`src/rtl/rename_map.sv`:
```
// Single-issue register rename stage: speculative/committed map tables, per-preg ready bits,
// registered rename packet. Optional stall counter enabled by macro RENAME_STALL_CNT_EN.
module rename_map #(
  parameter int unsigned ARCH_REGS = 32,
  parameter int unsigned PHYS_REGS = 64
) (
  input  logic                           clk,
  input  logic                           reset,
  input  logic                           in_valid,
  output logic                           in_ready,
  input  logic [$clog2(ARCH_REGS)-1:0]   rs1_arch,
  input  logic [$clog2(ARCH_REGS)-1:0]   rs2_arch,
  input  logic [$clog2(ARCH_REGS)-1:0]   rd_arch,
  input  logic                           rd_wen,
  output logic                           alloc_en,
  input  logic [$clog2(PHYS_REGS)-1:0]   alloc_phys,
  input  logic                           alloc_valid,
  output logic                           out_valid,
  input  logic                           out_ready,
  output logic [$clog2(PHYS_REGS)-1:0]   out_ps1,
  output logic [$clog2(PHYS_REGS)-1:0]   out_ps2,
  output logic                           out_ps1_rdy,
  output logic                           out_ps2_rdy,
  output logic [$clog2(PHYS_REGS)-1:0]   out_pd,
  output logic [$clog2(PHYS_REGS)-1:0]   out_old_pd,
  output logic                           out_rd_wen,
  input  logic                           wb_en,
  input  logic [$clog2(PHYS_REGS)-1:0]   wb_phys,
  input  logic                           commit_en,
  input  logic [$clog2(ARCH_REGS)-1:0]   commit_rd_arch,
  input  logic [$clog2(PHYS_REGS)-1:0]   commit_pd,
  input  logic                           flush
`ifdef RENAME_STALL_CNT_EN
  ,
  output logic [31:0]                    stall_cycles
`endif
);

  localparam int unsigned AW = $clog2(ARCH_REGS);
  localparam int unsigned TW = $clog2(PHYS_REGS);
  localparam logic [AW-1:0] XZR = AW'(ARCH_REGS - 1);

  logic [TW-1:0]        smt [ARCH_REGS];
  logic [TW-1:0]        cmt [ARCH_REGS];
  logic [PHYS_REGS-1:0] ready;

  logic          needs_alloc;
  logic          fire;
  logic          commit_ok;
  logic [TW-1:0] ps1;
  logic [TW-1:0] ps2;
  logic          ps1_rdy;
  logic          ps2_rdy;

  // Handshake, allocation request and source lookup (pre-update SMT, wakeup bypass)
  always_comb begin
    needs_alloc = rd_wen && (rd_arch != XZR);
    in_ready    = (!out_valid || out_ready) && !flush && (!needs_alloc || alloc_valid);
    fire        = in_valid && in_ready;
    alloc_en    = fire && needs_alloc;
    commit_ok   = commit_en && (commit_rd_arch != XZR);
    ps1         = smt[rs1_arch];
    ps2         = smt[rs2_arch];
    ps1_rdy     = (rs1_arch == XZR) || ready[ps1] || (wb_en && (wb_phys == ps1));
    ps2_rdy     = (rs2_arch == XZR) || ready[ps2] || (wb_en && (wb_phys == ps2));
  end

  // Speculative map; flush restores the committed map with same-cycle commit forwarded
  always_ff @(posedge clk) begin
    if (reset) begin
      for (int unsigned i = 0; i < ARCH_REGS; i++) smt[i] <= TW'(i);
    end else if (flush) begin
      for (int unsigned i = 0; i < ARCH_REGS; i++)
        smt[i] <= (commit_ok && (commit_rd_arch == AW'(i))) ? commit_pd : cmt[i];
    end else if (alloc_en) begin
      smt[rd_arch] <= alloc_phys;
    end
  end

  // Committed map
  always_ff @(posedge clk) begin
    if (reset) begin
      for (int unsigned i = 0; i < ARCH_REGS; i++) cmt[i] <= TW'(i);
    end else if (commit_ok) begin
      cmt[commit_rd_arch] <= commit_pd;
    end
  end

  // Ready bits; an allocation clear overrides a same-tag wakeup
  always_ff @(posedge clk) begin
    if (reset || flush) begin
      ready <= '1;
    end else begin
      if (wb_en)    ready[wb_phys]    <= 1'b1;
      if (alloc_en) ready[alloc_phys] <= 1'b0;
    end
  end

  // Rename packet register; held while dispatch back-pressures
  always_ff @(posedge clk) begin
    if (reset) begin
      out_valid   <= 1'b0;
      out_ps1     <= '0;
      out_ps2     <= '0;
      out_ps1_rdy <= 1'b0;
      out_ps2_rdy <= 1'b0;
      out_pd      <= '0;
      out_old_pd  <= '0;
      out_rd_wen  <= 1'b0;
    end else if (flush) begin
      out_valid <= 1'b0;
    end else if (fire) begin
      out_valid   <= 1'b1;
      out_ps1     <= ps1;
      out_ps2     <= ps2;
      out_ps1_rdy <= ps1_rdy;
      out_ps2_rdy <= ps2_rdy;
      out_pd      <= needs_alloc ? alloc_phys   : '0;
      out_old_pd  <= needs_alloc ? smt[rd_arch] : '0;
      out_rd_wen  <= needs_alloc;
    end else if (out_ready) begin
      out_valid <= 1'b0;
    end
  end

`ifdef RENAME_STALL_CNT_EN
  // Saturating count of cycles a writer waits on an empty free list
  always_ff @(posedge clk) begin
    if (reset) begin
      stall_cycles <= '0;
    end else if (in_valid && needs_alloc && !alloc_valid && !flush && (stall_cycles != '1)) begin
      stall_cycles <= stall_cycles + 32'd1;
    end
  end
`endif

endmodule

```
`config.mk`:
```
export PLATFORM = sky130hd
export DESIGN_NAME = rename_map
export DESIGN_NICKNAME = d
export VERILOG_FILES = /design/src/rtl/rename_map.sv
export SDC_FILE = /design/constraint.sdc
export NUM_CORES = 1
export LEC_CHECK = 0
export CAP_MARGIN = 20
export CORE_MARGIN = 4
export CORE_UTILIZATION = 35
export DETAILED_ROUTE_END_ITERATION = 16
export HOLD_SLACK_MARGIN = 0.06
export PLACE_DENSITY = 0.53
export SKIP_CTS_REPAIR_TIMING = 1
export SLEW_MARGIN = 10
export SYNTH_ARGS = -nofsm -noshare
export SYNTH_HDL_FRONTEND = slang
export SYNTH_SLANG_ARGS = --single-unit
```
`constraint.sdc`:
```
create_clock -name clk -period 3.6 [get_ports clk]
set_input_delay 0.72 -clock clk [delete_from_list [all_inputs] [get_ports clk]]
set_output_delay 0.72 -clock clk [all_outputs]
set_load 0.02 [all_outputs]
```
==> out/results.ini <==
[run_status]
outcome=complete, no violations

[sta]
fin_crit_sh=0.9827
max_freq_mhz=282.7
max-slew-margin-rel=0.2535
finalHoldViolCount=0
holdWs_ps=464.5
rsz0062_at_grt=no
worst_pin_slew_ps=1120
maxSlewViolCount=0
finClkSkew_ps=27.30
fin_crit_ps=3538
setup_violations=0

[detailed_routing]
avgViaCountPerCell=5.931
antenna_left=0
route.detailed.drc=0
routed_wl_mm=106.0
firstDrtPassIters=5
drt_iter0_drc=2806
vias=21760
wl_per_cell_um=28.90

[critical_path]
required_ps=2880
crit_end=alloc_en
r2r_cells=10
r2r_end=out_ps2_rdy
critPathLaunch=rd_arch[2]
arrival_ps=2820
reg2reg_from=smt[4][0]
startpoint_type=input pin
endpoint_kind=output port
ff2ff_setup_slack_ps=170
path_class=input pin to output port
path_max_fanout=6

[power]
pwr-share-clk=0.385
p_int_uw=10340
powerDensity_nw_per_um2=437.5
power_frac_seq=0.463
p_leak_uw=0.01196
power_frac_comb=0.152
swShare=0.2675
power_uw=14110
switchingPower_uw=3774
ir_drop_mv=0.2835

[clocking]
clkTransAtPathRegs_ps=60
numCtsBuffers=53
insertion_delay_ps=620
cts_tree=done
cts_num_sinks=476
clock_path_buffers=3
h-tree-depth=2
cts_root_buffer=clkbuf_16

[floorplan]
io_pins=77
die_y_um=285.3
start_util=0.3538
core_um2=76080
fp.dieW_um=285.3
rows=101
die-area_um2=81410

[global_route]
grt_max_degree=97
grt_pass1_wl_mm=152.3
grt_overflow_total=0
first_global_vias=20990
antenna_found_initial=2
track_usage=0.2541

[yosys]
ys.flop_type=edfxtp_1
ys_seq_area_frac=0.4968
synthesis.area_um2=26920
async_flop_share=0
synth_warnings=0
syn_inst=2381
ys_ff_latch=476
synth-edff-count=384
synth.distinct_cells=62
avgSynthCellArea_um2=11.31

[placement]
port_buffers=76
hpwl_mm=78.35
gp_congestion=0.9589
dpl.cell_count=3572

[finish]
layout.nets=2644
finish.utilization=0.4239
area_growth_pct=19.81
stdcell_count=3669
fill_cells=7243
layout-drive-gt1-share=0.2130

[hold_path]
min-delay-start=out_pd[2]
hold_class=flop to flop

[flow_run]
cap_violations=0

==> critical path, cell delays in order <==
cell,delay [ps]
clkdlybuf4s50_1,490
nand3_1,160
o21a_2,350
a21oi_1,220
and2_1,220
nand2_1,150
buf_12,180
clkinv_1,80
dlymetal6s2s_1,230
==> flip-flops by register name, summed over array words and instances, names as in the netlist, 6 cells and up <==
signal / cells
cmt: 192
smt: 192
ready: 64
out_old_pd: 6
out_pd: 6
out_ps1: 6
out_ps2: 6
==> how the worst min path moves through the flow <==
stage | end | depth (start not counted) | slack, ps
floorplan | ready[38] | 2 | 460
global placement | out_pd[4] | 2 | 450
detailed placement | out_pd[5] | 2 | 460
CTS | out_pd[2] | 2 | 470
global route | out_pd[3] | 2 | 490
finish | out_pd[2] | 2 | 460
==> per-stage QoR <==
stage	instance area (um2)	setup slack, ps	TNS [ps]
after detailed placement	30520	-681.5	-109350
after floorplan	26940	9.157	0
after global routing	32250	12.43	0
after global placement	30520	-683.9	-95570
after CTS	32230	-415.7	-777.9
final	32250	62.12	0
==> synthesized netlist by cell type, types with 11 or more instances <==
library cell,instances,area share
edfxtp_1,384,0.43
nand2b_1,46,0.011
a211oi_1,11,0.0031
or3_1,49,0.011
inv_1,21,0.0029
nand2_1,172,0.024
a21oi_1,189,0.035
a22oi_1,36,0.010
buf_1,16,0.0022
dfxtp_1,92,0.068
mux4_2,135,0.11
and2_1,96,0.022
buf_6,11,0.0046
clkbuf_1,150,0.021
a2111oi_0,14,0.0046
nor3_1,27,0.0050
mux2i_1,242,0.090
o22ai_1,67,0.016
nor2b_1,27,0.0063
nand3_1,43,0.0080
buf_2,18,0.0033
o21ai_0,133,0.025
or2_2,31,0.0072
a32oi_1,15,0.0049
nor2_1,208,0.029
and3_1,28,0.0065
==> power groups by stage <==
stage / registers (uW) / logic (uW) / clock network (uW)
detailed placement: 6630 / 2110 / 0
finish: 6530 / 2140 / 5440
floorplan: 6490 / 1200 / 0
CTS: 6520 / 2120 / 5520
global placement: 6630 / 2100 / 0
global route: 6540 / 2240 / 5740
==> cell usage in the layout (no fill, tap or decap), drive strengths merged, types with 6 or more instances in the layout <==
cell type	Yosys	layout
a2111oi	14	14
mux4	139	139
nor3b	6	6
a211oi	11	11
and2	96	96
a221oi	6	6
a21oi	189	189
clkbuf	150	70
nand3	43	43
o22ai	67	67
nand2b	46	46
or2	32	32
and3	28	28
nor3	27	27
nand2	173	173
o2111ai	8	8
nor2	209	209
conb	2	6
a22o	6	6
or3	49	49
dfxtp	92	92
a31oi	10	10
edfxtp	384	384
nor2b	27	27
a22oi	38	38
xnor2	8	8
o31ai	10	10
clkinv	3	22
a32oi	15	15
o21ai	137	137
clkdlybuf4s50	0	62
mux2i	242	242
inv	23	24
buf	54	298
==> cells by family (layout without fill, tap and decap cells) <==
group                  count (synthesis)  in the layout  synth area share
flip-flops                           476            476            0.4968
multiplexers                         386            386            0.2089
buffers and inverters                230            483           0.03723
XOR/XNOR                              11             11          0.003579
AO/OA/AOI/OAI                        521            521            0.1145
AND/OR/NAND/NOR                      755            755            0.1387
other                                  2              7         0.0002790
==> metal layers <==
layer | GRT usage | part of all wire | up-vias
met2 | 0.4149 | 0.47 | 1103
li1 | - | - | 9457
met4 | 0.06214 | 0.026 | 0
met5 | 0 | 0 | -
met3 | 0.03301 | 0.075 | 172
met1 | 0.3607 | 0.43 | 11030
==> final cells by class <==
cell class	count	area (um2)	share of cell area
Antenna cell	1	2.502	0.00007759
Tap cell	1030	1289	0.03996
Timing Repair Buffer	361	3184	0.09874
Sequential cell	476	13370	0.4146
Clock inverter	26	236.5	0.007332
Inverter	26	97.59	0.003026
Clock buffer	70	1483	0.04597
Multi-Input combinational cell	1679	12590	0.3902
Power figures use the tool's default switching activity.
